**src/rtl/rv_pkg.sv**
```systemverilog
// Shared RV32 front-end definitions: widths, reset PC, opcodes and fetch-stage types.
package rv_pkg;

  localparam int unsigned XLEN = 32;
  localparam int unsigned ILEN = 32;

  localparam logic [XLEN-1:0] RESET_PC_DEFAULT = 32'h0000_0000;
  localparam logic [ILEN-1:0] INSTR_NOP        = 32'h0000_0013;

  localparam logic [6:0] OP_LUI    = 7'b0110111;
  localparam logic [6:0] OP_AUIPC  = 7'b0010111;
  localparam logic [6:0] OP_JAL    = 7'b1101111;
  localparam logic [6:0] OP_JALR   = 7'b1100111;
  localparam logic [6:0] OP_BRANCH = 7'b1100011;
  localparam logic [6:0] OP_LOAD   = 7'b0000011;
  localparam logic [6:0] OP_STORE  = 7'b0100011;
  localparam logic [6:0] OP_IMM    = 7'b0010011;
  localparam logic [6:0] OP_REG    = 7'b0110011;
  localparam logic [6:0] OP_SYSTEM = 7'b1110011;

  typedef enum logic {
    ST_BOOT,
    ST_RUN
  } fetch_state_e;

  typedef struct packed {
    logic [XLEN-1:0] pc;
    logic [ILEN-1:0] instr;
  } fetch_entry_t;

  function automatic logic [XLEN-1:0] word_align(input logic [XLEN-1:0] addr);
    return {addr[XLEN-1:2], 2'b00};
  endfunction

endpackage

```
**src/rtl/instr_fetch_if.sv**
```systemverilog
// Fetch-stage bus bundle: instruction-memory req/gnt/rvalid channel and the decode valid/ready channel.
interface instr_fetch_if;
  import rv_pkg::*;

  logic            imem_req;
  logic [XLEN-1:0] imem_addr;
  logic            imem_gnt;
  logic            imem_rvalid;
  logic [ILEN-1:0] imem_rdata;

  logic            instr_valid;
  logic            instr_ready;
  logic [ILEN-1:0] instr;
  logic [XLEN-1:0] instr_pc;

  modport master (
    output imem_req, imem_addr, instr_valid, instr, instr_pc,
    input  imem_gnt, imem_rvalid, imem_rdata, instr_ready
  );

  modport slave (
    input  imem_req, imem_addr, instr_valid, instr, instr_pc,
    output imem_gnt, imem_rvalid, imem_rdata, instr_ready
  );

endinterface

```
**src/rtl/fetch_fifo.sv**
```systemverilog
// Synchronous {pc, instr} buffer between memory responses and decode; flush beats push.
module fetch_fifo
  import rv_pkg::*;
#(
  parameter int unsigned DEPTH = 2
) (
  input  logic                   clk,
  input  logic                   rst_n,
  input  logic                   push,
  input  logic                   pop,
  input  logic                   flush,
  input  fetch_entry_t           din,
  output fetch_entry_t           dout,
  output logic                   full,
  output logic                   empty,
  output logic [$clog2(DEPTH):0] count
);

  localparam int unsigned AW = $clog2(DEPTH);

  fetch_entry_t   mem_q [DEPTH];
  logic [AW-1:0]  rd_ptr_q;
  logic [AW-1:0]  wr_ptr_q;
  logic [AW:0]    count_q;
  logic           do_push;
  logic           do_pop;

  assign empty   = (count_q == '0);
  assign full    = (count_q == (AW+1)'(DEPTH));
  assign count   = count_q;
  assign do_push = push && !full && !flush;
  assign do_pop  = pop && !empty && !flush;
  assign dout    = empty ? '0 : mem_q[rd_ptr_q];

  always_ff @(posedge clk or negedge rst_n) begin
    if (!rst_n) begin
      rd_ptr_q <= '0;
      wr_ptr_q <= '0;
      count_q  <= '0;
    end else if (flush) begin
      rd_ptr_q <= '0;
      wr_ptr_q <= '0;
      count_q  <= '0;
    end else begin
      if (do_push) wr_ptr_q <= wr_ptr_q + 1'b1;
      if (do_pop)  rd_ptr_q <= rd_ptr_q + 1'b1;
      count_q <= count_q + (AW+1)'(do_push) - (AW+1)'(do_pop);
    end
  end

  always_ff @(posedge clk) begin
    if (do_push) mem_q[wr_ptr_q] <= din;
  end

endmodule

```
**src/rtl/instr_fetch.sv**
```systemverilog
// Instruction fetch: owns the PC, issues credit-limited memory requests and buffers responses for decode.
module instr_fetch
  import rv_pkg::*;
#(
  parameter logic [XLEN-1:0] RESET_PC   = RESET_PC_DEFAULT,
  parameter int unsigned     FIFO_DEPTH = 2
) (
  input  logic               clk,
  input  logic               rst_n,
  instr_fetch_if.master      bus,
  input  logic               redirect_valid,
  input  logic [XLEN-1:0]    redirect_pc
);

  localparam int unsigned CW = $clog2(FIFO_DEPTH) + 1;

  fetch_state_e     state_q, state_d;
  logic             fetch_en;
  logic [XLEN-1:0]  pc_q;
  logic [XLEN-1:0]  rsp_pc_q;
  logic [CW-1:0]    outstanding_q;
  logic [CW-1:0]    drop_cnt_q;
  logic [CW-1:0]    fifo_count;
  logic [CW:0]      credit_used;
  logic             fifo_full, fifo_empty;
  logic             accept, push, pop, drop_rsp;
  fetch_entry_t     fifo_din, fifo_dout;

  always_ff @(posedge clk or negedge rst_n) begin
    if (!rst_n) state_q <= ST_BOOT;
    else        state_q <= state_d;
  end

  always_comb begin
    state_d  = state_q;
    fetch_en = 1'b0;
    case (state_q)
      ST_BOOT: state_d  = ST_RUN;
      ST_RUN:  fetch_en = 1'b1;
    endcase
  end

  // Credit counts buffered entries plus every in-flight request, so a response always has a slot.
  assign credit_used   = {1'b0, fifo_count} + {1'b0, outstanding_q};
  assign bus.imem_req  = fetch_en && !redirect_valid && (credit_used < (CW+1)'(FIFO_DEPTH));
  assign bus.imem_addr = pc_q;
  assign accept        = bus.imem_req && bus.imem_gnt;

  assign drop_rsp = bus.imem_rvalid && (redirect_valid || (drop_cnt_q != '0));
  assign push     = bus.imem_rvalid && !drop_rsp;
  assign fifo_din = '{pc: rsp_pc_q, instr: bus.imem_rdata};

  assign bus.instr_valid = !fifo_empty && !redirect_valid;
  assign pop             = bus.instr_valid && bus.instr_ready;
  assign bus.instr       = fifo_dout.instr;
  assign bus.instr_pc    = fifo_dout.pc;

  // rsp_pc_q only advances on kept responses: after a redirect the surviving stream
  // starts at the redirect target, so dropped words never consume an address.
  always_ff @(posedge clk or negedge rst_n) begin
    if (!rst_n) begin
      pc_q          <= RESET_PC;
      rsp_pc_q      <= RESET_PC;
      outstanding_q <= '0;
      drop_cnt_q    <= '0;
    end else begin
      outstanding_q <= outstanding_q + CW'(accept) - CW'(bus.imem_rvalid);
      if (redirect_valid) begin
        pc_q       <= word_align(redirect_pc);
        rsp_pc_q   <= word_align(redirect_pc);
        drop_cnt_q <= outstanding_q - CW'(bus.imem_rvalid);
      end else begin
        if (accept) pc_q <= pc_q + 32'd4;
        if (bus.imem_rvalid) begin
          if (drop_cnt_q != '0) drop_cnt_q <= drop_cnt_q - 1'b1;
          else                  rsp_pc_q   <= rsp_pc_q + 32'd4;
        end
      end
    end
  end

  fetch_fifo #(
    .DEPTH (FIFO_DEPTH)
  ) u_fifo (
    .clk   (clk),
    .rst_n (rst_n),
    .push  (push),
    .pop   (pop),
    .flush (redirect_valid),
    .din   (fifo_din),
    .dout  (fifo_dout),
    .full  (fifo_full),
    .empty (fifo_empty),
    .count (fifo_count)
  );

  a_no_rvalid_when_full : assert property (
    @(posedge clk) disable iff (!rst_n) !(bus.imem_rvalid && fifo_full)
  );

endmodule
```
**src/flat_wrapper.sv**
```systemverilog
// flat-port wrapper written by rule: the top's interface ports become plain ports
module instr_fetch_flat import rv_pkg::*;
#(
  parameter logic [XLEN-1:0] RESET_PC   = RESET_PC_DEFAULT,
  parameter int unsigned     FIFO_DEPTH = 2
)
  (clk, rst_n, redirect_valid, redirect_pc, bus_imem_req, bus_imem_addr, bus_instr_valid, bus_instr, bus_instr_pc, bus_imem_gnt, bus_imem_rvalid, bus_imem_rdata, bus_instr_ready);
  instr_fetch_if bus_i ();
  input  logic clk;
  input  logic rst_n;
  input  logic redirect_valid;
  input  logic [XLEN-1:0] redirect_pc;
  output wire logic [$bits(bus_i.imem_req)-1:0] bus_imem_req;
  output wire logic [$bits(bus_i.imem_addr)-1:0] bus_imem_addr;
  output wire logic [$bits(bus_i.instr_valid)-1:0] bus_instr_valid;
  output wire logic [$bits(bus_i.instr)-1:0] bus_instr;
  output wire logic [$bits(bus_i.instr_pc)-1:0] bus_instr_pc;
  input wire logic [$bits(bus_i.imem_gnt)-1:0] bus_imem_gnt;
  input wire logic [$bits(bus_i.imem_rvalid)-1:0] bus_imem_rvalid;
  input wire logic [$bits(bus_i.imem_rdata)-1:0] bus_imem_rdata;
  input wire logic [$bits(bus_i.instr_ready)-1:0] bus_instr_ready;
  assign bus_imem_req = bus_i.imem_req;
  assign bus_imem_addr = bus_i.imem_addr;
  assign bus_instr_valid = bus_i.instr_valid;
  assign bus_instr = bus_i.instr;
  assign bus_instr_pc = bus_i.instr_pc;
  assign bus_i.imem_gnt = bus_imem_gnt;
  assign bus_i.imem_rvalid = bus_imem_rvalid;
  assign bus_i.imem_rdata = bus_imem_rdata;
  assign bus_i.instr_ready = bus_instr_ready;
  instr_fetch #(.RESET_PC(RESET_PC), .FIFO_DEPTH(FIFO_DEPTH)) u_core (.clk(clk), .rst_n(rst_n), .bus(bus_i), .redirect_valid(redirect_valid), .redirect_pc(redirect_pc));
endmodule
```
**config.mk**
```make
export PLATFORM = sky130hd
export DESIGN_NAME = instr_fetch_flat
export DESIGN_NICKNAME = d
export VERILOG_FILES = /design/src/rtl/rv_pkg.sv /design/src/rtl/instr_fetch_if.sv /design/src/rtl/fetch_fifo.sv /design/src/rtl/instr_fetch.sv /design/src/flat_wrapper.sv
export SDC_FILE = /design/constraint.sdc
export NUM_CORES = 1
export LEC_CHECK = 0
export ABC_AREA = 1
export CAP_MARGIN = 10
export CORE_MARGIN = 2
export CORE_UTILIZATION = 54
export DETAILED_ROUTE_END_ITERATION = 8
export HOLD_SLACK_MARGIN = 0.12
export PLACE_DENSITY = 0.92
export SLEW_MARGIN = 10
export SYNTH_ARGS = -nofsm -noshare
export SYNTH_HDL_FRONTEND = slang
export SYNTH_HIERARCHICAL = 1
export SYNTH_SLANG_ARGS = --single-unit
```
**constraint.sdc**
```tcl
create_clock -name clk -period 5.31 [get_ports clk]
set_input_delay 0.531 -clock clk [delete_from_list [all_inputs] [get_ports clk]]
set_output_delay 0.531 -clock clk [all_outputs]
set_load 0.02 [all_outputs]
```
==> Word level (Yosys, flattened, before mapping) <==
Memories as Yosys holds them, arrays and structs flattened.
Cells that the tools add are included.
{ "totals": {"output_inout_bits": 98, "word_cells": 65, "memories": 1, "register_bits": 73, "inputBits": 70, "ram_bits": 128} }
{ "mem_list": {"columns": ["name", "words", "word_bits", "rd", "rd_clocked_by_memory_dff", "write_ports", "line", "source"], "rows": [
  ["u_core.u_fifo.mem_q", 2, 64, 1, 0, 1, "fetch_fifo.sv:21", "fetch_entry_t mem_q [DEPTH];"]
]} }
{ "classes": {"n_reduce_logical": 25, "n_mux": 17, "eq_ne": 2, "n_lt_le_gt_ge": 1, "add_sub_neg": 11} }
{ "op_table": {"columns": ["op", "count"], "rows": [
  ["two-way mux 32 bit", 5],
  ["adder 32 x 3 -> 32 bit (second input constant)", 2],
  ["two-way mux 64 bit", 1],
  ["nonzero test 2 bit", 6],
  ["logical AND 1 bit", 11],
  ["two-way mux 2 bit", 4],
  ["two-way mux 1 bit", 7],
  ["subtractor 2 x 1 -> 2 bit", 3],
  ["adder 2 x 1 -> 2 bit", 2],
  ["logical NOT 1 bit", 4],
  ["AND reduction 2 bit", 2],
  ["adder 2 x 2 -> 3 bit", 1],
  ["< comparator 3 x 2 -> 1 bit (second input constant)", 1],
  ["adder 1 bit (second input constant)", 2],
  ["equality test 2 bit (second input constant)", 1],
  ["logical NOT 2 bit", 1],
  ["inequality test 2 bit (second input constant)", 1],
  ["subtractor 2 x 1 -> 2 bit (second input constant)", 1],
  ["logical OR 1 bit", 1]
]} }

==> Logic depth before layout (Yosys ltp) <==
{ "logic_depth": {"word_depth": 10, "depth_mapped": 13} }

==> Cells and area by module <==
The synthesis kept the hierarchy.
{ "modules_own_cells": {"columns": ["module", "area_each_um2", "n_inst", "cells_per_inst"], "rows": [
  ["fetch_fifo", 5198.7, 1, 378],
  ["instr_fetch", 4531.8, 1, 662]
]} }

==> Worst setup path after synthesis <==
OpenSTA, ideal clock, no wires.
{ "synth_timing": {"kind": "flip-flop to flip-flop", "from": "register u_core.drop_cnt_q[0]", "to": "memory u_core/u_fifo/mem_q[1][0] (netlist name), enable pin", "synth_period_minus_slack_ns": 4.502, "required_time_ns": 4.824, "setup_ns": 0.486, "path_stages_with_launch": 9, "path_buffers": 1, "arrival_time_ns": 4.016, "slack_ns": 0.808, "path_cell_list": "dfrtp_1 > inv_1 > ha_1 > nand2_1 > nor2_1 > clkbuf_8 > a21boi_0 > nand2_1 > nor2_1"} }
{ "synth_via": {"elab_chain_len": 9} }
{ "synth_lines": {"columns": ["item", "line", "source"], "rows": [
  ["from (decl)", "instr_fetch.sv:22", "logic [CW-1:0] drop_cnt_q;"],
  ["from (signal assigned)", "instr_fetch.sv:71", "drop_cnt_q <= outstanding_q - CW'(bus.imem_rvalid);"],
  ["from (signal assigned)", "instr_fetch.sv:75", "if (drop_cnt_q != '0) drop_cnt_q <= drop_cnt_q - 1'b1;"],
  ["nonzero test 2 bit", "instr_fetch.sv:49", "assign drop_rsp = bus.imem_rvalid && (redirect_valid || (drop_cnt_q != '0));"],
  ["logical OR 1 bit", "instr_fetch.sv:49", null],
  ["logical AND 1 bit", "instr_fetch.sv:49", null],
  ["logical NOT 1 bit", "instr_fetch.sv:50", "assign push = bus.imem_rvalid && !drop_rsp;"],
  ["logical AND 1 bit", "instr_fetch.sv:50", null],
  ["net u_core.push", "instr_fetch.sv:26", "logic accept, push, pop, drop_rsp;"],
  ["logical AND 1 bit (2 in series)", "fetch_fifo.sv:31", "assign do_push = push && !full && !flush;"],
  ["two-way mux 1 bit", "fetch_fifo.sv:52", "if (do_push) mem_q[wr_ptr_q] <= din;"],
  ["two-way mux 1 bit (not written as such)", "fetch_fifo.sv:52", null],
  ["to (decl)", "fetch_fifo.sv:21", null]
]} }
The timed path passes the listed nets, and every way through them passes these cells.

==> Worst setup path after layout <==
{ "layout_timing": {"from": "register u_core.u_fifo.count_q[1] (netlist: u_core/u_fifo/count[1])", "to": "output port bus_instr_pc[29]"} }
{ "layout_via": {"elab_chain_len": 2} }
{ "layout_lines": {"columns": ["item", "line", "source"], "rows": [
  ["from (decl)", "fetch_fifo.sv:24", "logic [AW:0] count_q;"],
  ["from (signal assigned)", "fetch_fifo.sv:47", "count_q <= count_q + (AW+1)'(do_push) - (AW+1)'(do_pop);"],
  ["logical NOT 2 bit", "fetch_fifo.sv:28", "assign empty = (count_q == '0);"],
  ["net u_core.fifo_empty", "instr_fetch.sv:25", "logic fifo_full, fifo_empty;"],
  ["two-way mux 64 bit", "fetch_fifo.sv:33", "assign dout = empty ? '0 : mem_q[rd_ptr_q];"],
  ["to (decl)", "flat_wrapper.sv:17", "output wire logic [$bits(bus_i.instr_pc)-1:0] bus_instr_pc;"]
]} }
The timed path passes the listed nets, and every way through them passes these cells.

==> run_results.csv <==
group,metric,value,unit
run_status,outcome,"completed",
route,routed-via-count,7841,
place,port_buffers,163,
finish,syn2layout_area_growth,24.1,%
sta,slew_headroom,24.9,%
worst_setup_path,crit_buf_inv,2,
place,dpl.hpwl,16200,µm
route,drt_iter0_drc,626,
global_routing,grt_pass1_wl,38200,µm
sta,worst_pin_slew,1120,ps
sta,clock-skew-final,14.1,ps
clocking,numCtsBuffers,17,
worst_setup_path,rr_endpoint,"u_core/u_fifo/count[1]",
clocking,cts_tree,"yes",
sta,drv_slew,0,
sta,grt_setup_unrepaired,"no",
die,dieArea,19100,µm²
worst_setup_path,critPathRequiredTime,4780,ps
power,p_per_area,327,nW/µm²
place,placed_cell_area,11500,µm²
sta,fin_ws,1910,ps
global_routing,track_usage,25.0,%
worst_setup_path,path_cells,"nor2_4, buf_4, a21oi_1, clkdlybuf4s50_1",
power,power_frac_comb,18.3,%
power,p_sw,0.00116,W
route,ant_nets,0,
global_routing,grt_overflow_total,0,
clocking,hold_buffers,0,
die,ios,168,
place,pre_cts_ws,1920,ps
finish,diodes,0,
place,gp_congestion,0.925,
clocking,numClockSinks,197,
worst_hold_path,min-delay-path-class,"in -> async",
die,initial_core_util,54.5,%
die,die_width,138,µm
power,seqPwrFrac,49.5,%
worst_setup_path,worstSetupStartpointType,"flip-flop",
power,clockPowerShare,32.2,%
synthesis,syn_inst,1039,
power,fin_total_pwr,0.00394,W
finish,fin_nets,1276,
global_routing,grt_max_degree,70,
global_routing,grt_pass1_vias,7573,
power,ir_worst_vdd,0.000258,V
sta,fin_crit,3400,ps
power,p_sw_share,29.4,%
worst_setup_path,crit_fanout,53,
worst_setup_path,end_kind,"primary output",
die,die_h,138,µm
worst_setup_path,reg2regPathDepth,11,
worst_setup_path,cpLargestDelayFamily,"buffers and inverters",
finish,fin_cells,1439,
sta,tns,0,ps
sta,period_share,64.1,%
route,first_pass_iters,6,
clocking,htreeDepth,4,
clocking,post_cts_buffers,0,
sta,hold_violations,0,
global_routing,antenna_found_initial,0,
route,wl_per_cell,16.4,µm
job,cap_violations,0,
finish,stdcell_area,12100,µm²
die,core,17800,µm²
clocking,clkTransAtPathRegs,70,ps
sta,max_freq,294,MHz
worst_setup_path,critical_path.max_stage_delay,680,ps
worst_setup_path,cp_slowest_cell,"buf_4",
die,rows,49,
worst_setup_path,worstSetupPathType,"reg -> out",
route,viasPerCell,5.45,
synthesis,syn_avg_cell_area,9.36,µm²
sta,setup_viol,0,
synthesis,syn-cell-area,9730,µm²
worst_setup_path,reg2reg_from,"u_core/u_fifo/count[1]",
worst_setup_path,ff2ff_setup_slack,2350,ps
finish,drive_gt1_share,9.92,%
route,wl,23600,µm
route,drcViolationCount,0,
power,power.leakage,4.73,nW
clocking,insertion_delay,440,ps
synthesis,synth.yosys.warnings,6,
clocking,root_buffer,"clkbuf_16",
power,p_int,0.00278,W
worst_setup_path,arrival,2870,ps
clocking,cts-resized-gates,0,
clocking,clockBufferDepth,2,
place,dp.cells,1407,
==> worst reg2reg max path: stages (launching register included) <==
cell and delay (ps):
dfrtp_1 500, nor2_4 490, buf_4 690, nor3b_1 190
o21ai_0 150, nor2_1 70, ha_1 320, inv_1 40
ha_1 190, nand3_1 100, nand2_1 50, nor2_1 100
==> flip-flops by register name, summed over array words and instances (netlist names) <==
register,flops
u_core/drop_cnt_q,2
u_core/u_fifo/mem_q,128
u_core/rsp_pc_q,30
u_core/state_q,1
u_core/u_fifo/count,2
u_core/u_fifo/wr_ptr_q,1
u_core/u_fifo/rd_ptr_q,1
u_core/bus.imem_addr,30
u_core/outstanding_q,2
==> layout make-up <==
class,instances,area [µm²]
flip-flops and latches,197,5570
clock buffers,19,433
multi-input cells,719,3610
inverters,91,342
well taps,229,287
repair buffers,171,1690
fillers,1374,5770
clock inverters,13,148
==> layer usage <==
layer	wire (µm)	track usage, %	vias to the layer above
li1	-	-	3726
met1	10000	34.0	3680
met2	11400	41.5	404
met3	1870	4.78	31
met4	312	6.98	0
met5	0	0	-
==> power groups by stage <==
stage                     Clock [W]  Combinational, W  Sequential, W
final                       0.00127          0.000720        0.00195
after global routing        0.00135          0.000794        0.00197
after CTS                   0.00129          0.000716        0.00195
after detailed placement          0          0.000709        0.00198
after global placement            0          0.000682        0.00197
after floorplan                   0          0.000403        0.00197
==> through the flow <==
stage                     hold WS [ps]  util, %
after floorplan                    235        -
after global placement             511     64.4
after detailed placement           525     64.4
after CTS                          331     67.7
after global routing               369     67.7
final                              302     67.7
==> worst max-delay path by stage <==
stage                           startpoint                         to  slack (ps)  depth (start not counted)
floorplan             u_core/drop_cnt_q[0]  u_core/u_fifo/mem_q[1][0]         810                          8
global placement            redirect_valid  u_core/u_fifo/mem_q[0][8]        2030                          5
detailed placement          redirect_valid  u_core/u_fifo/mem_q[1][6]        1920                          6
CTS                 u_core/u_fifo/count[1]           bus_instr_pc[29]        1880                          4
global route        u_core/u_fifo/count[1]           bus_instr_pc[29]        1750                          4
finish              u_core/u_fifo/count[1]           bus_instr_pc[29]        1910                          4
==> cells in the final DEF, fill, tap and decap left out, types with 3 or more instances in the layout <==
cell type and count:
o211ai_1 12, nand2_2 9, inv_6 3, nor2_2 9
nor2_1 74, xnor2_1 4, inv_2 6, xor2_1 20
nand4_1 9, edfxtp_1 128, clkbuf_16 17, conb_1 7
a21oi_2 40, o21ai_1 3, buf_4 8, nand3b_1 3
dfrtp_1 68, o21bai_1 10, clkinvlp_4 6, nand2_1 349
nor3_1 6, o21ai_0 32, ha_1 8, a21oi_1 37
clkdlybuf4s50_1 162, nand3_1 61, inv_1 85, nor2_4 8
o221ai_1 3
Power figures use the tool's default switching activity.
